--- config.mk ---
export PLATFORM = sky130hd
export DESIGN_NAME = hazard_ctrl
export DESIGN_NICKNAME = d
export VERILOG_FILES = /design/src/rtl/hazard_pkg.sv /design/src/rtl/hazard_ctrl_instr_class_dec.sv /design/src/rtl/hazard_ctrl.sv
export SDC_FILE = /design/constraint.sdc
export NUM_CORES = 1
export LEC_CHECK = 0
export ABC_AREA = 1
export BUFFER_PORTS_ARGS = -buffer_cell sky130_fd_sc_hd__buf_4
export CORE_MARGIN = 8
export CORE_UTILIZATION = 43
export CTS_BUF_LIST = sky130_fd_sc_hd__clkbuf_4 sky130_fd_sc_hd__clkbuf_8
export DETAILED_ROUTE_END_ITERATION = 10
export GPL_TIMING_DRIVEN = 0
export PLACE_DENSITY = 0.8
export SETUP_SLACK_MARGIN = 0.1
export SLEW_MARGIN = 20
export SYNTH_ARGS = -nofsm -noshare
export SYNTH_HDL_FRONTEND = slang
export SYNTH_SLANG_ARGS = --single-unit
--- constraint.sdc ---
create_clock -name clk -period 1.85 [get_ports clk]
set_input_delay 0.0925 -clock clk [delete_from_list [all_inputs] [get_ports clk]]
set_output_delay 0.0925 -clock clk [all_outputs]
set_load 0.1 [all_outputs]
--- src/rtl/hazard_pkg.sv ---
// hazard_pkg: opcode/funct constants, instruction classes, forward selects and hazard timing helpers
package hazard_pkg;
  localparam logic [5:0] OP_SPECIAL = 6'h00, OP_JAL = 6'h03, OP_BEQ = 6'h04, OP_ADDIU = 6'h09;
  localparam logic [5:0] OP_ORI = 6'h0d, OP_LUI = 6'h0f, OP_LW = 6'h23, OP_SW = 6'h2b;
  localparam logic [5:0] FN_SLL = 6'h00, FN_SRL = 6'h02, FN_JR = 6'h08, FN_MFHI = 6'h10;
  localparam logic [5:0] FN_MTHI = 6'h11, FN_MFLO = 6'h12, FN_MTLO = 6'h13, FN_MULT = 6'h18;
  localparam logic [5:0] FN_MULTU = 6'h19, FN_DIV = 6'h1a, FN_DIVU = 6'h1b, FN_ADDU = 6'h21;
  localparam logic [5:0] FN_SUBU = 6'h23, FN_AND = 6'h24, FN_OR = 6'h25, FN_SLT = 6'h2a;
  typedef enum logic [3:0] {
    CLS_NOP, CLS_CALC_R, CLS_CALC_I, CLS_LOAD, CLS_STORE, CLS_BRANCH,
    CLS_JAL, CLS_JR, CLS_MD, CLS_MF, CLS_MT
  } instr_class_t;
  localparam logic [1:0] FWD_REG = 2'd0, FWD_ALUC_M = 2'd1, FWD_PC4_M = 2'd2, FWD_WDATA = 2'd3;
  // TUSE_NONE marks a field the instruction does not read
  localparam logic [1:0] TUSE_0 = 2'd0, TUSE_1 = 2'd1, TUSE_2 = 2'd2, TUSE_NONE = 2'd3;
  localparam logic [1:0] TNEW_JAL = 2'd0, TNEW_CALC = 2'd1, TNEW_LOAD = 2'd2;
  typedef struct packed {
    instr_class_t cls;
    logic [4:0]   rs;
    logic [4:0]   rt;
    logic [4:0]   dst;
    logic [1:0]   tuse_rs;
    logic [1:0]   tuse_rt;
  } dec_t;
  function automatic logic [1:0] tnew_e(instr_class_t c);
    return c == CLS_LOAD ? TNEW_LOAD : (c inside {CLS_CALC_R, CLS_CALC_I, CLS_MF}) ? TNEW_CALC : TNEW_JAL;
  endfunction
  function automatic logic [1:0] tnew_m(instr_class_t c);
    return tnew_e(c) == 2'd0 ? 2'd0 : tnew_e(c) - 2'd1;
  endfunction
  // nearest younger writer decides: E shadows M
  function automatic logic stall_on(dec_t e, dec_t m, logic [4:0] r, logic [1:0] tuse);
    if (r == 5'd0 || tuse == TUSE_NONE) return 1'b0;
    if (e.dst == r) return tnew_e(e.cls) > tuse;
    return m.dst == r && tnew_m(m.cls) > tuse;
  endfunction
  // a load in M owns the register but has no data yet, so it also hides an older W writer
  function automatic logic [1:0] fwd_sel(dec_t m, dec_t w, logic [4:0] r);
    if (r != 5'd0 && m.dst == r) return m.cls == CLS_JAL ? FWD_PC4_M : m.cls == CLS_LOAD ? FWD_REG : FWD_ALUC_M;
    return (r != 5'd0 && w.dst == r) ? FWD_WDATA : FWD_REG;
  endfunction
endpackage

--- src/rtl/hazard_ctrl_instr_class_dec.sv ---
// instr_class_dec: classifies one instruction and reports its destination and rs/rt Tuse
module instr_class_dec
  import hazard_pkg::*;
(
  input  logic [31:0] instr_i,
  output dec_t        dec_o
);
  logic [5:0] op, fn;
  instr_class_t cls;
  logic unused_shamt;
  assign op = instr_i[31:26];
  assign fn = instr_i[5:0];
  assign unused_shamt = ^instr_i[10:6];
  // opcode / funct to class
  always_comb begin
    cls = CLS_NOP;
    if (op == OP_SPECIAL)
      case (fn)
        FN_ADDU, FN_SUBU, FN_SLT, FN_AND, FN_OR, FN_SLL, FN_SRL: cls = CLS_CALC_R;
        FN_JR: cls = CLS_JR;
        FN_MULT, FN_MULTU, FN_DIV, FN_DIVU: cls = CLS_MD;
        FN_MFHI, FN_MFLO: cls = CLS_MF;
        FN_MTHI, FN_MTLO: cls = CLS_MT;
        default: cls = CLS_NOP;
      endcase
    else
      case (op)
        OP_ORI, OP_ADDIU, OP_LUI: cls = CLS_CALC_I;
        OP_LW: cls = CLS_LOAD;
        OP_SW: cls = CLS_STORE;
        OP_BEQ: cls = CLS_BRANCH;
        OP_JAL: cls = CLS_JAL;
        default: cls = CLS_NOP;
      endcase
  end
  // destination and operand timing from class
  always_comb begin
    dec_o.cls = cls;
    dec_o.rs = instr_i[25:21];
    dec_o.rt = instr_i[20:16];
    dec_o.dst = (cls inside {CLS_CALC_R, CLS_MF}) ? instr_i[15:11] :
                (cls inside {CLS_CALC_I, CLS_LOAD}) ? instr_i[20:16] :
                cls == CLS_JAL ? 5'd31 : 5'd0;
    dec_o.tuse_rs = (cls inside {CLS_BRANCH, CLS_JR}) ? TUSE_0 :
                    (cls inside {CLS_CALC_R, CLS_CALC_I, CLS_LOAD, CLS_STORE, CLS_MD, CLS_MT}) ? TUSE_1 : TUSE_NONE;
    dec_o.tuse_rt = cls == CLS_BRANCH ? TUSE_0 :
                    (cls inside {CLS_CALC_R, CLS_MD}) ? TUSE_1 :
                    cls == CLS_STORE ? TUSE_2 : TUSE_NONE;
  end
endmodule

--- src/rtl/hazard_ctrl.sv ---
// hazard_ctrl: stall/flush, forwarding selects and mult/div scheduling; HAZARD_PERF_CNT_EN adds stall_cycles
module hazard_ctrl
  import hazard_pkg::*;
#(
  parameter int MULT_CYCLES = 5,
  parameter int DIV_CYCLES = 10,
  parameter int CNT_W = 4
) (
  input  logic        clk,
  input  logic        reset,
  input  logic [31:0] instr_D,
  input  logic [31:0] instr_E,
  input  logic [31:0] instr_M,
  input  logic [31:0] instr_W,
  output logic        enable,
  output logic        clear,
  output logic [1:0]  MF_RS_D_OP,
  output logic [1:0]  MF_RT_D_OP,
  output logic [1:0]  MF_RS_E_OP,
  output logic [1:0]  MF_RT_E_OP,
  output logic [1:0]  MF_RT_M_OP,
  output logic        md_start,
  output logic        md_busy
`ifdef HAZARD_PERF_CNT_EN
  ,
  output logic [31:0] stall_cycles
`endif
);
  logic [31:0] instr [4];
  dec_t dec [4];
  logic [CNT_W-1:0] cnt_q, cnt_d;
  logic stall;
  assign instr = '{instr_D, instr_E, instr_M, instr_W};
  genvar g;
  for (g = 0; g < 4; g++) begin : g_dec
    instr_class_dec u_dec (.instr_i(instr[g]), .dec_o(dec[g]));
  end
  assign md_start = dec[1].cls == CLS_MD;
  assign md_busy = cnt_q != '0;
  assign stall = stall_on(dec[1], dec[2], dec[0].rs, dec[0].tuse_rs) ||
                 stall_on(dec[1], dec[2], dec[0].rt, dec[0].tuse_rt) ||
                 ((dec[0].cls inside {CLS_MD, CLS_MF, CLS_MT}) && (md_start || md_busy));
  assign enable = !stall;
  assign clear = stall;
  assign MF_RS_D_OP = fwd_sel(dec[2], dec[3], dec[0].rs);
  assign MF_RT_D_OP = fwd_sel(dec[2], dec[3], dec[0].rt);
  assign MF_RS_E_OP = fwd_sel(dec[2], dec[3], dec[1].rs);
  assign MF_RT_E_OP = fwd_sel(dec[2], dec[3], dec[1].rt);
  assign MF_RT_M_OP = (dec[2].cls == CLS_STORE && dec[2].rt != 5'd0 && dec[3].dst == dec[2].rt) ? 2'd1 : 2'd0;
  // funct bit 1 separates div/divu from mult/multu
  assign cnt_d = md_start ? (instr_E[1] ? CNT_W'(DIV_CYCLES) : CNT_W'(MULT_CYCLES)) :
                 md_busy ? cnt_q - CNT_W'(1) : cnt_q;
  // busy countdown; reset aborts an operation in flight
  always_ff @(posedge clk) begin
    if (reset) cnt_q <= '0;
    else cnt_q <= cnt_d;
  end
`ifdef HAZARD_PERF_CNT_EN
  logic [31:0] stall_cycles_q;
  // counts every stalled cycle, wrapping naturally
  always_ff @(posedge clk) begin
    if (reset) stall_cycles_q <= '0;
    else if (stall) stall_cycles_q <= stall_cycles_q + 32'd1;
  end
  assign stall_cycles = stall_cycles_q;
`endif
endmodule
==> impl_metrics.env <==
export IMPL_cp_endpoint="enable"
export IMPL_cts_root_buf="clkbuf_8"
export IMPL_final_common_cell="nand2_1"
export IMPL_cp_common_cell="inv_2"
export IMPL_worstSetupPathType="in -> out"
export IMPL_rows=29
export IMPL_clock_fmax_mhz=435
export IMPL_timing_rr_end="cnt_q[2]$_SDFFE_PP0P_"
export IMPL_port_buffers=107
export IMPL_syn_area_per_cell_um2=4.85
export IMPL_netlist_instances=558
export IMPL_async_reset_ff_share_pct=0
export IMPL_hold_viol=0
export IMPL_fp_coreArea_um2=6200
export IMPL_status="complete, but fails checks"
export IMPL_clk_pin_slew_ps=30
export IMPL_cp_startpoint="instr_D[26]"
export IMPL_yosysSeqAreaShare_pct=2.96
export IMPL_cp_arrival_ps=2210
export IMPL_final_cell_mix="nand2_1 (113), buf_4 (111), nand3_1 (77)"
export IMPL_finalPower_uw=1650
export IMPL_worstReg2RegStart="cnt_q[0]$_SDFFE_PP0P_"
export IMPL_grt_setup_unrepaired="true"
export IMPL_h_tree_depth=1
export IMPL_initial_core_util_pct=43.6
export IMPL_totalWireLength_um=12400
export IMPL_drv_slew=0
export IMPL_min_path_type="in -> reg"
export IMPL_synth_edff_count=0
export IMPL_cts_buffer_depth=2
export IMPL_cap_violations=0
export IMPL_leakage_uw=0.00250
export IMPL_irDropWorstVdd_uv=698
export IMPL_netlist_cell_type_count=38
export IMPL_vias=4446
export IMPL_reg2reg_depth=7
export IMPL_synth_warnings=0
export IMPL_crit_chain="buf_12 -> nand2_8 -> nor3_4 -> nand2_2 -> o21ai_2 -> nand2_4 -> inv_2 -> nand2_1 -> nand3b_1 -> inv_2 -> ha_4 -> inv_2 -> nor2_1 -> a2bb2oi_1 -> inv_1 -> nand4_1 -> nand2_1 -> inv_1 -> nand2_2 -> inv_2 -> nor2_4 -> buf_12"
export IMPL_max_stage_delay_ps=260
export IMPL_required_ps=1760
export IMPL_area_growth_pct=85.8
export IMPL_grt_util_all_layers_pct=25.5
export IMPL_first_global_vias=4326
export IMPL_antenna_found_initial=0
export IMPL_clk_latency_ps=210
export IMPL_numPlacedInstances=743
export IMPL_grt_max_degree=11
export IMPL_place_congestion=0.965
export IMPL_path_max_fanout=4
export IMPL_grt_pass1_wl_um=19000
export IMPL_ant_nets=0
export IMPL_cts_sinks=4
export IMPL_hpwl_um=9070
export IMPL_num_antenna_cells=0
export IMPL_wl_per_cell_um=15.9
export IMPL_synth_area_um2=2710
export IMPL_dieArea_um2=9080
export IMPL_fin_cells=776
export IMPL_drive_above_1_share_pct=43.3
export IMPL_largest_register_ffs=4
export IMPL_power_per_cell_area_nw_per_um2=327
export IMPL_worst_slack_ps=-450
export IMPL_cts_tree="yes"
export IMPL_endpoint_kind="primary output"
export IMPL_via_per_inst=5.73
export IMPL_chipHeight_um=95.3
export IMPL_setup_viol=11
export IMPL_drt_iter0_markers=355
export IMPL_ys_ff_latch=4
export IMPL_skew_ps=0.752
export IMPL_drt_pass1_iter_count=5
export IMPL_overflow=0
export IMPL_fin_crit_ps=2300
export IMPL_critPathSlowestCell="ha_4"
export IMPL_start_kind="input port"
export IMPL_r2r_slack_ps=360
export IMPL_synth_flop_cell="dfxtp_1"
export IMPL_io_pins=144
export IMPL_reg_top3="cnt_q: 4 flops"
export IMPL_dieWidth_um=95.3
export IMPL_period_share_pct=124
export IMPL_top_register="cnt_q"
export IMPL_fin_nets=839
export IMPL_drcViolationCount=0
export IMPL_violations="negative setup slack"
export IMPL_cts_inserted_buffers=3
export IMPL_holdWs_ps=75.7
[report_power, final]
group | internal (uW) | switching [uW]
Combinational | 518 | 810
Sequential | 118 | 20.6
Clock | 138 | 40.3
[what timing repair did]
item                                    4_1_cts  5_1_grt
hold buffers                                  0        0
endpoints found under the setup margin       11       14
resized for setup                           125       73
buffers inserted                             24        7
pin swaps                                    72       59
[cell type report]
cell class | instances | area, um^2
inverters | 82 | 313
well taps | 77 | 96.3
repair buffers | 137 | 1250
multi-input cells | 471 | 3230
fillers | 410 | 1180
flip-flops and latches | 4 | 80.1
plain buffers | 2 | 18.8
clock buffers | 3 | 41.3
[Yosys cell counts (3+ instances only)]
cell	number	area share, %
nor2_2	3	0.69
a21oi_1	17	3.1
nor2_1	69	9.6
nand3_1	95	18
o211ai_1	4	1.1
dfxtp_1	4	3.0
nand3b_1	7	1.9
nand2_1	165	23
xnor2_1	3	0.97
nor3_1	10	1.9
ha_1	8	3.7
o21ai_1	5	0.92
o21ai_0	30	5.6
nand4_1	17	3.9
inv_1	81	11
xor2_1	12	3.9
[worst max-delay path: cells and delay by family]
kind                     cells  cell delay, ps
AND/OR/NAND/NOR             11             950
buffers and inverters        8             560
AO/OA/AOI/OAI                2             320
adder cells (fa/ha/maj)      1             260
[layer usage]
layer | up-vias | wire length (um) | global-route usage, %
met5 | - | 0 | 0
met4 | 0 | 625 | 14.2
met3 | 63 | 1080 | 4.96
met2 | 251 | 6210 | 46.2
met1 | 1996 | 4460 | 27.2
li1 | 2136 | - | -
[metrics by stage]
stage	setup TNS [ps]	instance area (um^2)	setup WS, ps	utilization, %
after global routing	-5730	5030	-606	81.0
after detailed placement	-7520	3990	-764	64.2
after CTS	-3530	4680	-411	75.5
after floorplan	-975	3090	-409	-
final	-4460	5030	-450	81.0
after global placement	-6620	3990	-717	64.2
[how the worst min path moves through the flow]
stage                      from                    end  slack (ps)  cells past startpoint
after global placement    reset  cnt_q[3]$_SDFFE_PP0P_         290                      2
after global routing      reset  cnt_q[3]$_SDFFE_PP0P_          80                      2
after detailed placement  reset  cnt_q[3]$_SDFFE_PP0P_         290                      2
after CTS                 reset  cnt_q[3]$_SDFFE_PP0P_          70                      2
after floorplan           reset  cnt_q[0]$_SDFFE_PP0P_         170                      1
final                     reset  cnt_q[3]$_SDFFE_PP0P_          80                      2
[kinds of logic after synthesis]
family,synth area share (%)
simple gates,62.0
other cells,0.139
fa+ha+maj,3.70
compound gates,14.4
xor+xnor,4.86
buf+inv,11.9
flops,2.96
Power figures use the tool's default switching activity.
